[src/rtl/comb_y2_checker_pkg.sv]
`default_nettype none
// ============================================================================
//  Module      : comb_y2_checker_pkg
//  Description : Shared definitions for the comb_Y2 response checker:
//                FSM state encodings and default parameter values.
//  Revision    : 1.0 - initial release
// ============================================================================
package comb_y2_checker_pkg;

  // Default parameter values for the checker and its idle timer
  localparam int unsigned c_n_in_default    = 4;
  localparam int unsigned c_cnt_w_default   = 8;
  localparam int unsigned c_timeout_default = 64;

  // Checker FSM states; encodings are fixed so external tooling can decode them
  typedef enum logic [1:0] {
    S_IDLE = 2'd0,
    S_RUN  = 2'd1,
    S_DONE = 2'd2
  } state_t;

endpackage : comb_y2_checker_pkg
`default_nettype wire

[src/rtl/comb_chk_timer.sv]
`default_nettype none
// ============================================================================
//  Module      : comb_chk_timer
//  Description : Idle-cycle counter for the checker. Counts enabled cycles,
//                clears on request and flags expiry on the enabled cycle in
//                which the count has reached TIMEOUT-1. A clear in the same
//                cycle suppresses expiry.
//  Revision    : 1.0 - initial release
// ============================================================================
module comb_chk_timer
  import comb_y2_checker_pkg::*;
#(
  parameter int unsigned TIMEOUT = c_timeout_default
) (
  input  logic clk,
  input  logic rst_n,
  input  logic clr,
  input  logic en,
  output logic expire
);

  localparam int unsigned c_w = (TIMEOUT > 2) ? $clog2(TIMEOUT) : 1;

  logic [c_w-1:0] r_cnt;
  logic           w_at_limit;

  assign w_at_limit = (r_cnt == c_w'(TIMEOUT - 1));
  assign expire     = en && !clr && w_at_limit;

  // Idle counter: clear wins over count, counts only while enabled
  always_ff @(posedge clk or negedge rst_n) begin
    if (!rst_n) begin
      r_cnt <= '0;
    end else if (clr) begin
      r_cnt <= '0;
    end else if (en && !w_at_limit) begin
      r_cnt <= r_cnt + c_w'(1);
    end
  end

endmodule : comb_chk_timer
`default_nettype wire

[config.mk]
export PLATFORM = sky130hd
export DESIGN_NAME = comb_chk_timer
export DESIGN_NICKNAME = d
export VERILOG_FILES = /design/src/rtl/comb_y2_checker_pkg.sv /design/src/rtl/comb_chk_timer.sv
export SDC_FILE = /design/constraint.sdc
export NUM_CORES = 1
export LEC_CHECK = 0
export BUFFER_PORTS_ARGS = -buffer_cell sky130_fd_sc_hd__clkbuf_2
export CAP_MARGIN = 5
export CORE_AREA = 2 2 39 41
export CTS_BUF_LIST = sky130_fd_sc_hd__clkbuf_4 sky130_fd_sc_hd__clkbuf_8
export DETAILED_ROUTE_END_ITERATION = 10
export DIE_AREA = 0 0 41 43
export PLACE_DENSITY_LB_ADDON = 0.08
export SYNTH_ARGS = -nofsm -noshare
export SYNTH_HDL_FRONTEND = slang
export SYNTH_SLANG_ARGS = --single-unit
[constraint.sdc]
create_clock -name clk -period 1.55 [get_ports clk]
set_clock_uncertainty 0.15 [all_clocks]
set_input_delay 0.31 -clock clk [delete_from_list [all_inputs] [get_ports clk]]
set_output_delay 0.31 -clock clk [all_outputs]
set_load 0.02 [all_outputs]
==> run metrics, run 1 <==
status complete, but fails checks; failing checks negative setup slack; Max stage delay on crit path 0.39 ns; Clock Sinks 6; critical path class reg2out; RSZ-0062 raised after global routing true; share of cells above drive strength 1 34.0%; I/O Pins 5; iteration count of the initial detailed-routing pass 3; clk_lat worst skew 0.24 ns; Worst-path clk slew 0.05 ns; TritonCTS clock tree built; vias post-DR 350; Worst slew margin 82.6%; crit path DAT 1.12 ns; cells on worst reg2reg path 5; WL per Instance 13.0 microns; largest registers r_cnt: 6 flops; Overall Power 0.438 mW; YS warnings 0; total negative setup slack -0.0255 ns; post-layout instance count excluding filler cells 69; utilization after layout 37.1%; FF-to-FF setup slack 0.04 ns; Hold Slack 0.232 ns; r2r endpoint r_cnt[5]; FMAX 635 MHz; CP max stage cell dfrtp_1; synth unique cells 24; Hold WC Path Type in2reg; Via density 5.07; post-synth top area cell dfrtp_1; total core area 0.00138 sq mm; final worst path period share 102%; port buffer count 4; Mean Syn Cell Area 9.53 sq um; max reg flops 6; Hold EP r_cnt[2]; Max Slew Vio Count 0; DRT iter0 DRCs 6; num rows 14; most frequent cells in the layout buf_4 (6), dfrtp_1 (6); Hold Path Cell Cnt 2; Seq cells post-synth 6; Die ar. 0.00176 sq mm; leak pwr 0.203 nW; overall routing resource usage 13.6%; placed cells 63; Pwr per Cell Area 855 mW/mm^2; Yosys top cell area share 37.5%; pin count of the biggest net entering global routing 12; Clk Tree Root Cell clkbuf_4; Critical Path RT 1.09 ns; clock buffer depth 2; final hold viol count 0; grt total ovfl 0; DRT Wirelength 897 microns; total CTS buffers 3; reg2reg start r_cnt[0]; Least-Margin Pin Slew 0.259 ns; cell count after synthesis 42; Hold Path Origin clr; Initial Util 28.9%; mapped cell area 400 sq um; DRC viols 0; setup ws final -0.0255 ns; # diodes 0; CTS H-tree lvls 1; number of global-route vias before repair 375; post-layout net count 60; Seq/Total Area, Yosys 37.5%; max-cap violation count 0; Post-DRT Antenna Nets 0; DIE HEIGHT 43 microns; post-route minimum period 1.58 ns; peak supply drop 0.410 mV; first-pass GRT wire length 1590 microns; Post-Syn Nets 47; die width 41 microns; final setup fails 1; initial antenna violation count 0; synth top area cells dfrtp_1 (38%), buf_6 (5.6%), nand4_4 (5.3%); crit end category output pin; Critical Path Fanout Max 2; largest reg by FF count r_cnt; gpl congestion 0.651; worst-path cell chain ha_4 -> nand3_2 -> nor3_2 -> buf_4; Setup crit start kind flop; synthesis-to-layout area growth 28.1%
routing by layer:
layer	routed length [microns]	up-vias	global-route usage, %
met1	407	166	17.4
met2	455	5	20.0
li1	-	179	-
met4	0	0	8.00
met3	34	0	3.14
met5	0	-	0
through the flow:
step	setup slack, ns	cell area (sq um)
floorplan	0.0853	405
global placement	0.117	445
detailed placement	0.110	445
CTS	-0.0607	505
global route	-0.0758	513
finish	-0.0255	513
final cells by class:
class | count | area, sq um
Inverter | 3 | 11.3
Sequential cell | 6 | 150
Tap cell | 16 | 20.0
Timing Repair Buffer | 10 | 70.1
Clock buffer | 3 | 22.5
Fill cell | 143 | 871
Multi-Input combinational cell | 31 | 239
worst max-delay path, delay by kind of cell (launching register included):
family                   cells  cell delay (ns)
adder cells (fa/ha/maj)      1             0.15
buffers and inverters        1             0.16
flip-flops                   1             0.39
AND/OR/NAND/NOR              2             0.18
report_power, final:
| part | internal, mW | switching [mW] | leakage [nW] |
|---|---|---|---|
| sequential | 0.170 | 0.0156 | 0.0810 |
| combinational | 0.0583 | 0.0493 | 0.109 |
| clock | 0.0877 | 0.0574 | 0.0138 |
how the worst max path moves through the flow:
stage,slack [ns],from,end
2_1_floorplan,0.09,r_cnt[0],expire
6_report,-0.03,r_cnt[0],expire
3_5_place_dp,0.11,r_cnt[0],r_cnt[5]
3_3_place_gp,0.12,r_cnt[0],r_cnt[5]
5_1_grt,-0.08,r_cnt[0],expire
4_1_cts,-0.06,r_cnt[1],expire
cell usage after synthesis:
library cell  n
nand4_4       1
or2b_1        1
dfrtp_1       6
o311ai_1      2
nand3_2       1
a21oi_1       3
o21bai_1      1
nor4_1        1
nor2_1        1
o21ai_0       1
ha_1          1
nor3b_1       2
nand2_1       3
o21a_1        1
nand3_1       3
nor3_1        2
and2b_1       1
a211oi_1      1
o311a_1       1
a31oi_1       2
inv_1         3
nand2b_1      1
and3_2        1
buf_6         2
repair_timing:
action,CTS,global route
setup endpoints to repair,1,2
buffers inserted,1,1
resized for setup,4,1
pin swaps,1,1
hold endpoints to repair,6,0
hold buffers,1,0
cell families after synthesis:
| family | Yosys count | share of synthesized area, % |
|---|---|---|
| buf+inv | 5 | 8.44 |
| compound gates | 12 | 20.6 |
| flops | 6 | 37.5 |
| fa+ha+maj | 1 | 3.12 |
| simple gates | 18 | 30.3 |
No activity file was read; power rests on OpenSTA's default activity.
==> run 2, diff against run 1 <==
--- a/config.mk
+++ b/config.mk
@@ -11,7 +11,6 @@
 export CTS_BUF_LIST = sky130_fd_sc_hd__clkbuf_4 sky130_fd_sc_hd__clkbuf_8
 export DETAILED_ROUTE_END_ITERATION = 10
 export DIE_AREA = 0 0 41 43
-export PLACE_DENSITY_LB_ADDON = 0.08
 export SYNTH_ARGS = -nofsm -noshare
 export SYNTH_HDL_FRONTEND = slang
 export SYNTH_SLANG_ARGS = --single-unit
==> run 2 against run 1 <==
Effect of this change: the flow still finishes with violations (negative setup slack); flip-flop and latch count unchanged; non-clock buffer count up 1; cell count up 1.4%; register-to-register slack worse by 0.04 ns; setup slack worse by 0.016 ns; via count up 4.6%; sequential power down 3%; maximum frequency down 0.99%; final area up 3.2%; highest routed layer is now met4.
==> run metrics, run 2 (synthesis results as in run 1) <==
reg2reg start r_cnt[0]; Worst slew margin 84.2%; total CTS buffers 3; max reg flops 6; Initial Util 28.9%; RSZ-0062 raised after global routing true; DIE HEIGHT 43 microns; Least-Margin Pin Slew 0.235 ns; post-layout instance count excluding filler cells 70; Combinational Power Share 26.1%; critical path class reg2out; Critical Path Fanout Max 2; # diodes 0; FMAX 628 MHz; Post-DRT Antenna Nets 0; setup ws final -0.0412 ns; DRT Wirelength 899 microns; iteration count of the initial detailed-routing pass 4; status complete, but fails checks; die width 41 microns; gpl congestion 0.724; num rows 14; Hold WC Path Type in2reg; I/O Pins 5; Pwr per Cell Area 834 mW/mm^2; initial antenna violation count 0; placed cells 64; leak pwr 0.211 nW; first-pass GRT wire length 1500 microns; worst setup path startpoint r_cnt[0]; WL per Instance 12.8 microns; clock buffer depth 2; Clk Tree Root Cell clkbuf_4; share of cells above drive strength 1 38.9%; Hold Slack 0.245 ns; pin count of the biggest net entering global routing 12; final worst path period share 103%; TritonCTS clock tree built; clk_lat worst skew 0.24 ns; largest reg by FF count r_cnt; crit path DAT 1.13 ns; sequential share of power 40.9%; Die ar. 0.00176 sq mm; final hold viol count 0; Setup crit start kind flop; post-layout net count 61; post-route minimum period 1.59 ns; CP max stage cell dfrtp_1; peak supply drop 0.348 mV; max-cap violation count 0; sw power 0.123 mW; Hold Path Origin clr; Max Slew Vio Count 0; Max stage delay on crit path 0.36 ns; DRC viols 0; synthesis-to-layout area growth 32.2%; worst-path cell chain ha_2 -> nand3_2 -> nor3_2 -> buf_4; Top Family by Delay on Critical Path flip-flops; vias post-DR 366; number of global-route vias before repair 325; overall routing resource usage 13.3%; failing checks negative setup slack; Switching Fraction 27.8%; DRT iter0 DRCs 9; CTS H-tree lvls 1; total core area 0.00138 sq mm; hpwl dp 624 microns; most frequent cells in the layout buf_4 (6), dfrtp_1 (6); final setup fails 2; WP buf/inv 1; Via density 5.23; port buffer count 4; Worst-path clk slew 0.05 ns; Critical Path RT 1.09 ns; crit end category output pin; clock network power share 33.1%; Clock Sinks 6; largest registers r_cnt: 6 flops; grt total ovfl 0; Int Pwr 0.319 mW
==> run 2: final timing paths <==
kind,end,depth (start not counted),slack [ns]
min reg2reg,r_cnt[4],2,0.48
max in group asynchronous,r_cnt[0],2,0.81
min in group asynchronous,r_cnt[1],2,0.28
max reg2reg,r_cnt[5],6,0
max,expire,4,-0.04
min,r_cnt[2],2,0.24
==> run 2: what timing repair did <==
item | CTS | global route
setup endpoints to repair | 1 | 1
hold buffers | 1 | 0
setup buffers | 1 | 1
hold endpoints to repair | 6 | 0
pin swaps | 1 | 1
resized for setup | 3 | 4
==> run 2: layer usage <==
metal | share of wire (%) | track usage, % | vias to the layer above
met4 | 1.6 | 10.0 | 0
li1 | - | - | 182
met2 | 48 | 16.3 | 9
met1 | 46 | 18.1 | 173
met5 | 0 | 0 | -
met3 | 4.8 | 4.71 | 2
==> run 2: layout make-up <==
class / count / area [sq um]
multi-input combinational: 31 / 244
sequential: 6 / 150
timing repair buffer: 11 / 81.3
tap: 16 / 20.0
fill: 156 / 855
clock buffer: 3 / 22.5
inverter: 3 / 11.3
==> run 2: through the flow <==
| stage | setup slack, ns | TNS [ns] | total power [mW] | area [sq um] | utilization, % |
|---|---|---|---|---|---|
| global placement | 0.143 | 0 | 0.271 | 453 | 32.7 |
| finish | -0.0412 | -0.0459 | 0.441 | 529 | 38.2 |
| detailed placement | 0.127 | 0 | 0.274 | 453 | 32.7 |
| global route | -0.130 | -0.201 | 0.481 | 529 | 38.2 |
| CTS | -0.0750 | -0.0750 | 0.437 | 503 | 36.3 |
| floorplan | 0.0853 | 0 | 0.243 | 405 | - |
==> run 2: power groups by stage <==
| stage | clock (mW) | sequential [mW] | combinational [mW] |
|---|---|---|---|
| after floorplan | 0 | 0.189 | 0.0536 |
| after global placement | 0 | 0.182 | 0.0892 |
| after detailed placement | 0 | 0.182 | 0.0915 |
| after CTS | 0.155 | 0.181 | 0.101 |
| after global routing | 0.168 | 0.183 | 0.130 |
| final | 0.146 | 0.180 | 0.115 |
==> run 3, diff against run 2 <==
--- a/config.mk
+++ b/config.mk
@@ -11,6 +11,7 @@
 export CTS_BUF_LIST = sky130_fd_sc_hd__clkbuf_4 sky130_fd_sc_hd__clkbuf_8
 export DETAILED_ROUTE_END_ITERATION = 10
 export DIE_AREA = 0 0 41 43
+export REMOVE_ABC_BUFFERS = 1
 export SYNTH_ARGS = -nofsm -noshare
 export SYNTH_HDL_FRONTEND = slang
 export SYNTH_SLANG_ARGS = --single-unit
==> run 3 against run 2 <==
Effect of this change: the flow still finishes with violations (negative setup slack); setup slack better by 0.0076 ns; first-iteration DRC count grew 67%; critical endpoint unchanged; hold slack better by 0.028 ns; final area shrank 2.1%; combinational power is essentially flat; flip-flop and latch count did not move; critical path depth is the same.
==> run metrics, run 3 (synthesis results as in run 1) <==
TritonCTS clock tree built; crit path DAT 1.12 ns; FMAX 631 MHz; max reg flops 6; failing checks negative setup slack; largest registers r_cnt: 6 flops; sw power 0.115 mW; total negative setup slack -0.0336 ns; status complete, but fails checks; Int Pwr 0.319 mW; most common cell after layout, fill and taps aside buf_4; DRT iter0 DRCs 15; DIE HEIGHT 43 microns; Worst-path clk slew 0.05 ns; most frequent cells in the layout buf_4 (8), dfrtp_1 (6); Hold WC Path Type in2reg; number of global-route vias before repair 386; initial antenna violation count 0; Combinational Power Share 26.4%; final worst path period share 102%; peak supply drop 0.503 mV; Least-Margin Pin Slew 0.262 ns; post-route minimum period 1.58 ns; hpwl dp 595 microns; Via density 5.30; DRC viols 0; pin count of the biggest net entering global routing 12; synthesis-to-layout area growth 29.4%; DRT Wirelength 867 microns; DP Area 448 sq um; largest reg by FF count r_cnt; Clock Sinks 6; post-layout instance count excluding filler cells 71; post-layout net count 62; num rows 14; vias post-DR 376; iteration count of the initial detailed-routing pass 4; Setup crit start kind flop; fin area 518 sq um; Die ar. 0.00176 sq mm; Post-DRT Antenna Nets 0; WL per Instance 12.2 microns; Hold Slack 0.273 ns; final hold viol count 0; clock buffer depth 2; Overall Power 0.434 mW; leak pwr 0.211 nW; fill cell count 132; die width 41 microns; share of cells above drive strength 1 36.4%; Max Slew Vio Count 0; Critical Path Fanout Max 2; # diodes 0; overall routing resource usage 13.4%; clock network power share 32.2%; utilization after layout 37.4%; total core area 0.00138 sq mm; sequential share of power 41.4%; Pwr per Cell Area 839 mW/mm^2; Critical Path RT 1.09 ns; placed cells 64; grt total ovfl 0; worst slack at placement 0.109 ns; total CTS buffers 3; Clk Tree Root Cell clkbuf_4; RSZ-0062 raised after global routing true; Initial Util 28.9%; first-pass GRT wire length 1550 microns; Switching Fraction 26.5%; critical path class reg2out; port buffer count 4; clk_lat worst skew 0.24 ns; setup ws final -0.0336 ns; crit end category output pin; CTS H-tree lvls 1; final setup fails 1; gpl congestion 0.773; Worst slew margin 82.2%; max-cap violation count 0; I/O Pins 5
-- run 3: area by class of cell --
class | instances | area (sq um) | share of cell area, %
clock buffer | 3 | 22.5 | 4.35
inverter | 3 | 11.3 | 2.17
multi-input combinational | 31 | 229 | 44.2
sequential | 6 | 150 | 29.0
tap | 16 | 20.0 | 3.86
timing repair buffer | 12 | 85.1 | 16.4
-- run 3: layer usage --
metal	up-vias	track usage, %	share of wire [%]
met5	-	0	0
met4	0	7.33	0
met3	0	6.81	5.9
met2	14	17.8	49
met1	175	16.9	45
li1	187	-	-
-- run 3: worst paths after layout --
check                         start        to  slack (ns)  cells past startpoint
min in group asynchronous     rst_n  r_cnt[5]        0.28                      2
max in group asynchronous     rst_n  r_cnt[3]        0.81                      2
setup reg to reg           r_cnt[1]  r_cnt[5]        0.03                      5
hold reg to reg            r_cnt[3]  r_cnt[3]        0.51                      2
setup / recovery           r_cnt[1]    expire       -0.03                      4
hold / removal                  clr  r_cnt[2]        0.27                      2
-- run 3: critical path, stage by stage (launching register included) --
cell	delay, ns
dfrtp_1	0.35
ha_2	0.19
nand3_2	0.08
nor3_2	0.11
buf_4	0.16
-- run 3: power groups by stage --
stage	clock network [mW]	logic [mW]	registers, mW
after floorplan	0	0.0429	0.189
after global placement	0	0.0920	0.181
after detailed placement	0	0.0930	0.181
after CTS	0.147	0.104	0.180
after global routing	0.156	0.127	0.182
final	0.140	0.115	0.180
-- run 3: what timing repair did --
action / CTS / global route
gates cloned: 0 / 0
pin swaps: 2 / 1
endpoints found under the setup margin: 1 / 2
hold endpoints to repair: 6 / 0
buffers inserted: 2 / 1
gates resized for setup: 4 / 1
hold buffers: 1 / 0
